===== src/rtl/block_cache_if.sv =====
// Lookup, response, chunk-read and counter signals of block_cache. A BlockPos is
// packed {x, y, z}, each a two's-complement COORD_W-bit coordinate.
interface block_cache_if #(
    parameter int COORD_W     = 8,
    parameter int TYPE_W      = 8,
    parameter int COUNT_WIDTH = 16
);
    localparam int POS_W = 3 * COORD_W;

    // Handshake: a request transfers on a rising clk_in edge where req_valid and
    // req_ready are both 1. resp_valid is a one-cycle pulse that cannot be stalled.
    // chunk_valid qualifies chunk_out for the address currently on chunk_addr.
    logic [POS_W-1:0]       req_addr;
    logic                   req_valid;
    logic                   req_ready;
    logic                   flush_in;
    logic [TYPE_W-1:0]      resp_type;
    logic                   resp_valid;
    logic [POS_W-1:0]       chunk_addr;
    logic                   chunk_read_enable;
    logic [TYPE_W-1:0]      chunk_out;
    logic                   chunk_valid;
    logic [COUNT_WIDTH-1:0] hit_count;
    logic [COUNT_WIDTH-1:0] miss_count;

    modport slave (
        input  req_addr, req_valid, flush_in, chunk_out, chunk_valid,
        output req_ready, resp_type, resp_valid, chunk_addr, chunk_read_enable,
               hit_count, miss_count
    );

    modport master (
        output req_addr, req_valid, flush_in, chunk_out, chunk_valid,
        input  req_ready, resp_type, resp_valid, chunk_addr, chunk_read_enable,
               hit_count, miss_count
    );
endinterface


===== src/rtl/block_cache.sv =====
// Direct-mapped flop cache of block types in front of the chunk ROM, with
// saturating hit/miss counters.
module block_cache #(
    parameter int INDEX_BITS  = 2,
    parameter int COUNT_WIDTH = 16,
    parameter int COORD_W     = 8,
    parameter int TYPE_W      = 8
) (
    input  logic        clk_in,
    input  logic        rst_in,
    block_cache_if.slave bus,
    output logic [1:0]  o_state_dbg
);
    localparam int POS_W  = 3 * COORD_W;
    localparam int IDX_W  = 3 * INDEX_BITS;
    localparam int LINES  = 2 ** IDX_W;

    typedef enum logic [1:0] {
        S_IDLE   = 2'd0,
        S_LOOKUP = 2'd1,
        S_FILL   = 2'd2,
        S_RESP   = 2'd3
    } state_t;

    state_t                 r_state;
    state_t                 w_next_state;
    logic [LINES-1:0]       r_valid;
    logic [POS_W-1:0]       r_tag  [LINES];
    logic [TYPE_W-1:0]      r_data [LINES];
    logic [POS_W-1:0]       r_addr_q;
    logic [TYPE_W-1:0]      r_resp_q;
    logic [COUNT_WIDTH-1:0] r_hit_cnt;
    logic [COUNT_WIDTH-1:0] r_miss_cnt;

    logic [IDX_W-1:0]       w_index;
    logic                   w_hit;
    logic                   w_req_ready;
    logic                   w_resp_valid;
    logic [TYPE_W-1:0]      w_resp_type;
    logic                   w_fill_write;

    assign w_index = {r_addr_q[2*COORD_W +: INDEX_BITS],
                      r_addr_q[COORD_W   +: INDEX_BITS],
                      r_addr_q[0         +: INDEX_BITS]};
    assign w_hit   = r_valid[w_index] && (r_tag[w_index] == r_addr_q);

    always_comb begin
        w_next_state = r_state;
        w_req_ready  = 1'b0;
        w_resp_valid = 1'b0;
        w_resp_type  = '0;
        w_fill_write = 1'b0;
        case (r_state)
            S_IDLE: begin
                w_req_ready = !bus.flush_in && !rst_in;
                if (!bus.flush_in && bus.req_valid) w_next_state = S_LOOKUP;
            end
            S_LOOKUP: begin
                if (w_hit) begin
                    w_resp_valid = 1'b1;
                    w_resp_type  = r_data[w_index];
                    w_next_state = S_IDLE;
                end else begin
                    w_next_state = S_FILL;
                end
            end
            S_FILL: begin
                if (bus.chunk_valid) begin
                    w_fill_write = 1'b1;
                    w_next_state = S_RESP;
                end
            end
            S_RESP: begin
                w_resp_valid = 1'b1;
                w_resp_type  = r_resp_q;
                w_next_state = S_IDLE;
            end
            default: w_next_state = S_IDLE;
        endcase
    end

    always_ff @(posedge clk_in) begin
        if (rst_in) begin
            r_state    <= S_IDLE;
            r_valid    <= '0;
            r_addr_q   <= '0;
            r_resp_q   <= '0;
            r_hit_cnt  <= '0;
            r_miss_cnt <= '0;
        end else begin
            r_state <= w_next_state;
            if (r_state == S_IDLE) begin
                if (bus.flush_in) r_valid <= '0;
                else if (bus.req_valid) r_addr_q <= bus.req_addr;
            end
            if (r_state == S_LOOKUP) begin
                if (w_hit) begin
                    if (r_hit_cnt != '1) r_hit_cnt <= r_hit_cnt + 1'b1;
                end else if (r_miss_cnt != '1) begin
                    r_miss_cnt <= r_miss_cnt + 1'b1;
                end
            end
            if (w_fill_write) begin
                r_valid[w_index] <= 1'b1;
                r_resp_q         <= bus.chunk_out;
            end
        end
    end

    // Tag and data carry no reset; the valid bits alone decide whether they are used.
    always_ff @(posedge clk_in) begin
        if (!rst_in && w_fill_write) begin
            r_tag[w_index]  <= r_addr_q;
            r_data[w_index] <= bus.chunk_out;
        end
    end

    assign bus.req_ready         = w_req_ready;
    assign bus.resp_valid        = w_resp_valid;
    assign bus.resp_type         = w_resp_type;
    assign bus.chunk_addr        = r_addr_q;
    assign bus.chunk_read_enable = (r_state == S_FILL);
    assign bus.hit_count         = r_hit_cnt;
    assign bus.miss_count        = r_miss_cnt;
    assign o_state_dbg           = r_state;
endmodule

===== src/flat_wrapper.sv =====
// flat-port wrapper written by rule: the top's interface ports become plain ports
module block_cache_flat 
#(
    parameter int INDEX_BITS  = 2,
    parameter int COUNT_WIDTH = 16,
    parameter int COORD_W     = 8,
    parameter int TYPE_W      = 8
)
  (clk_in, rst_in, o_state_dbg, bus_req_addr, bus_req_valid, bus_flush_in, bus_chunk_out, bus_chunk_valid, bus_req_ready, bus_resp_type, bus_resp_valid, bus_chunk_addr, bus_chunk_read_enable, bus_hit_count, bus_miss_count);
  block_cache_if #(.COORD_W(COORD_W), .TYPE_W(TYPE_W), .COUNT_WIDTH(COUNT_WIDTH)) bus_i ();
  input  logic clk_in;
  input  logic rst_in;
  output logic [1:0] o_state_dbg;
  input wire logic [$bits(bus_i.req_addr)-1:0] bus_req_addr;
  input wire logic [$bits(bus_i.req_valid)-1:0] bus_req_valid;
  input wire logic [$bits(bus_i.flush_in)-1:0] bus_flush_in;
  input wire logic [$bits(bus_i.chunk_out)-1:0] bus_chunk_out;
  input wire logic [$bits(bus_i.chunk_valid)-1:0] bus_chunk_valid;
  output wire logic [$bits(bus_i.req_ready)-1:0] bus_req_ready;
  output wire logic [$bits(bus_i.resp_type)-1:0] bus_resp_type;
  output wire logic [$bits(bus_i.resp_valid)-1:0] bus_resp_valid;
  output wire logic [$bits(bus_i.chunk_addr)-1:0] bus_chunk_addr;
  output wire logic [$bits(bus_i.chunk_read_enable)-1:0] bus_chunk_read_enable;
  output wire logic [$bits(bus_i.hit_count)-1:0] bus_hit_count;
  output wire logic [$bits(bus_i.miss_count)-1:0] bus_miss_count;
  assign bus_i.req_addr = bus_req_addr;
  assign bus_i.req_valid = bus_req_valid;
  assign bus_i.flush_in = bus_flush_in;
  assign bus_i.chunk_out = bus_chunk_out;
  assign bus_i.chunk_valid = bus_chunk_valid;
  assign bus_req_ready = bus_i.req_ready;
  assign bus_resp_type = bus_i.resp_type;
  assign bus_resp_valid = bus_i.resp_valid;
  assign bus_chunk_addr = bus_i.chunk_addr;
  assign bus_chunk_read_enable = bus_i.chunk_read_enable;
  assign bus_hit_count = bus_i.hit_count;
  assign bus_miss_count = bus_i.miss_count;
  block_cache #(.INDEX_BITS(INDEX_BITS), .COUNT_WIDTH(COUNT_WIDTH), .COORD_W(COORD_W), .TYPE_W(TYPE_W)) u_core (.clk_in(clk_in), .rst_in(rst_in), .bus(bus_i), .o_state_dbg(o_state_dbg));
endmodule

===== config.mk =====
export PLATFORM = sky130hd
export DESIGN_NAME = block_cache_flat
export DESIGN_NICKNAME = d
export VERILOG_FILES = /design/src/rtl/block_cache_if.sv /design/src/rtl/block_cache.sv /design/src/flat_wrapper.sv
export SDC_FILE = /design/constraint.sdc
export NUM_CORES = 2
export LEC_CHECK = 0
export CORE_AREA = 8 8 443 445
export CTS_CLUSTER_SIZE = 10
export DETAILED_ROUTE_END_ITERATION = 6
export DIE_AREA = 0 0 451 453
export SYNTH_ARGS = -nofsm -noshare
export SYNTH_HDL_FRONTEND = slang
export SYNTH_SLANG_ARGS = --single-unit

===== constraint.sdc =====
create_clock -name clk_in -period 16 [get_ports clk_in]
set_input_delay 4.8 -clock clk_in [delete_from_list [all_inputs] [get_ports clk_in]]
set_output_delay 4.8 -clock clk_in [all_outputs]
set_load 0.02 [all_outputs]

==> flow_summary_export.csv <==
group,metric,value,unit
sta,worst_pin_slew,1.358,ns
floorplanning,initial_core_util,0.4479,
synthesis,synth.avg_cell_area,20.00,um^2
power,p_comb_frac,0.045,
synthesis,seq_area_frac_synth,0.7580,
synthesis,ys_top_cells_by_area,"edfxtp_1, mux4_2, mux2i_1, dfxtp_1, a22oi_1",
floorplanning,die_x,451,um
hold_path,holdPathStages,1,
setup_path,crit_required,11.20,ns
run,maxCapViolCount,0,
power,switching_share,0.2167,
synthesis,synth_nets,4275,
synthesis,async_reset_ff_frac,0,
grt,antenna_found_initial,10,
routing,drtIter0Drc,7196,
power,cellPowerDensity,122.0,nW/um^2
clock_network,postCtsSetupBuffers,0,
sta,skew,0.03704,ns
routing,drc_errors,0,
sta,setup_viol_count_final,0,
setup_path,max_stage_delay,0.80,ns
sta,finalCriticalPeriod,12.28,ns
floorplanning,die_y,453,um
synthesis,ys_warn_count,0,
power,netSwitchingPower,0.002542,W
routing,drt_pass1_iterations,5,
place,numPortBuffers,105,
clock_network,htree_levels,4,
synthesis,synth_edf_count,2048,
routing,via_per_inst,6.415,
grt,grt_pass1_wl,368200,um
clock_network,clk_latency,0.89,ns
clock_network,cts_sinks,2184,
setup_path,crit_arrival,7.48,ns
hold_path,hold_class,"flip-flop to flip-flop",
clock_network,tritoncts,"done",
routing,ant_nets,0,
synthesis,synth_cells,4236,
place,gp_congestion,0.8539,
grt,grt.overflow.total,0,
synthesis,ys.flop_type,"edfxtp_1",
routing,wl_per_cell,37.55,um
outcome,status,"finished clean",
power,p_int,0.009189,W
floorplanning,rows,160,
sta,fin_crit_sh,0.7675,
synthesis,yosys-top-cells-count,"edfxtp_1, mux4_2, mux2i_1, nand2_1, dfxtp_1",
synthesis,syn_area,84730,um^2
finish,nets,4525,
floorplanning,io_pins,106,
setup_path,critPathCaptureType,"output pin",
setup_path,worstRegToRegCells,12,
sta,max_freq,81.43,MHz
synthesis,yosysUniqueCellTypes,74,
clock_network,root_buffer,"clkbuf_16",
routing,finalWirelength,268400,um
power,pwr-share-seq,0.535,
sta,slew_headroom,0.09283,
finish,syn_to_final_growth,13.51,%
sta,slew_violations,0,
setup_path,crit_top_cell,"buf_4",
sta,hold_viol_final,0,
synthesis,yosysTopAreaCell,"edfxtp_1",
grt,grt_pass1_vias,44551,
synthesis,synth_most_common_cell,"edfxtp_1",
power,p_leak,28.93,nW
sta,grt_setup_unrepaired,"no",
setup_path,crit_fanout,93,
routing,vias,45852,
grt,grt_usage,0.2575,
floorplanning,core_area,189200,um^2
power,peakVddDrop,0.1186,mV
setup_path,worstSetupPathType,"flip-flop to output pin",
setup_path,crit_chain,"buf_12 > buf_4 > mux4_2 > nor3b_1 > a21oi_1 > nand4_1 > or4_1 > a221oi_1 > o2111ai_1 > nor4_4 > buf_4 > nand3b_1 > a21boi_0 > clkdlybuf4s50_1",
clock_network,cts_hold_buf,0,
sta,fin_setup_tns,0,ns
setup_path,worstSetupStartpointType,"flip-flop",
floorplanning,die_area,204300,um^2
grt,grt_max_degree,101,
place,dp_hpwl,150100,um
finish,drive_above_1_share,0.2126,
synthesis,synth_top_area_frac,0.7258,
setup_path,critPathSlowestCell,"dfxtp_4",
power,p_clk_frac,0.419,
synthesis,synth_seq_cells,2184,
power,p_total,0.01173,W
clock_network,cts_resized,0,
clock_network,cts_max_path_buffers,3,
clock_network,cts_made_buffers,238,
clock_network,worst_setup_hold_path_clk_slew,0.06,ns
==> area by class of cell <==
type,instances,area [um^2]
tap,2511,3142
multi-input combinational,1804,19820
fill,14959,93000
timing repair buffer,247,2112
clock inverter,17,282.8
inverter,11,42.54
clock buffer,370,6492
sequential,2184,64280
antenna,4,10.01
==> critical path, delay by kind of cell, from the launching register on <==
kind | cells | cell delay (ns)
compound gates | 4 | 1.11
buf+inv | 4 | 2.40
flops | 1 | 0.80
mux | 1 | 0.60
simple gates | 5 | 1.38
==> cell families (layout without fill, tap and decap cells) <==
family / count (synthesis) / after routing / synth area share
muxes: 746 / 746 / 0.1524
DFF: 2184 / 2184 / 0.7580
AOI/OAI and AO/OA: 458 / 458 / 0.03825
buffers and inverters: 248 / 645 / 0.01434
adders and majority gates: 2 / 2 / 0.0002953
and+or+nand+nor: 587 / 587 / 0.03562
other: 0 / 4 / 0
xor gates and xnor gates: 11 / 11 / 0.001137
==> flip-flops by register name (all words and copies together) (netlist names), named ones only <==
| signal | cells |
|---|---|
| u_core.o_state_dbg | 1 |
| u_core.r_resp_q | 8 |
| u_core.bus.chunk_addr | 24 |
| u_core.r_valid | 64 |
| u_core.bus.miss_count | 16 |
| u_core.r_data | 512 |
| u_core.r_tag | 1536 |
| u_core.bus.hit_count | 16 |
==> layer usage <==
layer | track usage | part of all wire
met4 | 0.1029 | 0.046
met5 | 0 | 0.00020
met1 | 0.3558 | 0.40
met2 | 0.4006 | 0.46
met3 | 0.05741 | 0.094
==> path summary, 6_finish.rpt <==
kind / slack, ns / startpoint / to
worst max-delay path: 3.72 / flip-flop / bus_resp_type[1]
worst max register to register: 9.21 / flip-flop / u_core.bus.hit_count[15]
worst min-delay path: 0.45 / u_core.r_valid[56] / u_core.r_valid[56]
worst min register to register: 0.45 / u_core.r_valid[56] / u_core.r_valid[56]
==> power groups by stage <==
stage          sequential, W  combinational, W  clock [W]
6_report             0.00628          0.000532    0.00492
2_1_floorplan        0.00640          0.000299          0
5_1_grt              0.00628          0.000556    0.00519
3_3_place_gp         0.00640          0.000523          0
3_5_place_dp         0.00640          0.000527          0
4_1_cts              0.00628          0.000528    0.00497
==> metrics by stage <==
step	std cells	hold WS, ns	worst slack (ns)	utilization	instance area [um^2]
floorplan	4236	0.4174	5.380	-	84730
global placement	6757	0.4250	4.580	0.4725	89400
detailed placement	6757	0.4311	4.599	0.4725	89400
CTS	7144	0.4447	3.641	0.5084	96170
global route	7145	0.4575	3.272	0.5084	96170
finish	7148	0.4454	3.720	0.5084	96180
==> cell usage in the layout (no fill, tap or decap), types with 13 or more instances in the layout <==
| cell | synthesis | routed |
|---|---|---|
| edfxtp_1 | 2048 | 2048 |
| mux4_2 | 433 | 433 |
| mux2i_1 | 290 | 290 |
| clkbuf_16 | 0 | 239 |
| nand2_1 | 160 | 160 |
| buf_4 | 32 | 140 |
| clkbuf_1 | 103 | 129 |
| a22oi_1 | 120 | 120 |
| dfxtp_1 | 136 | 106 |
| clkdlybuf4s50_1 | 0 | 96 |
| nand3_1 | 80 | 80 |
| a21oi_1 | 77 | 76 |
| a21o_1 | 66 | 66 |
| nor2_4 | 0 | 64 |
| nor2_1 | 112 | 47 |
| nor2b_1 | 37 | 36 |
| o21ai_0 | 36 | 35 |
| o22ai_1 | 29 | 29 |
| mux2_2 | 23 | 23 |
| nor3_1 | 24 | 23 |
| nand4_1 | 22 | 22 |
| dfxtp_2 | 0 | 22 |
| or3_1 | 21 | 21 |
| and3_1 | 19 | 19 |
| nand3b_1 | 19 | 19 |
| a211oi_1 | 13 | 13 |
(Power assumes the default switching activity.)
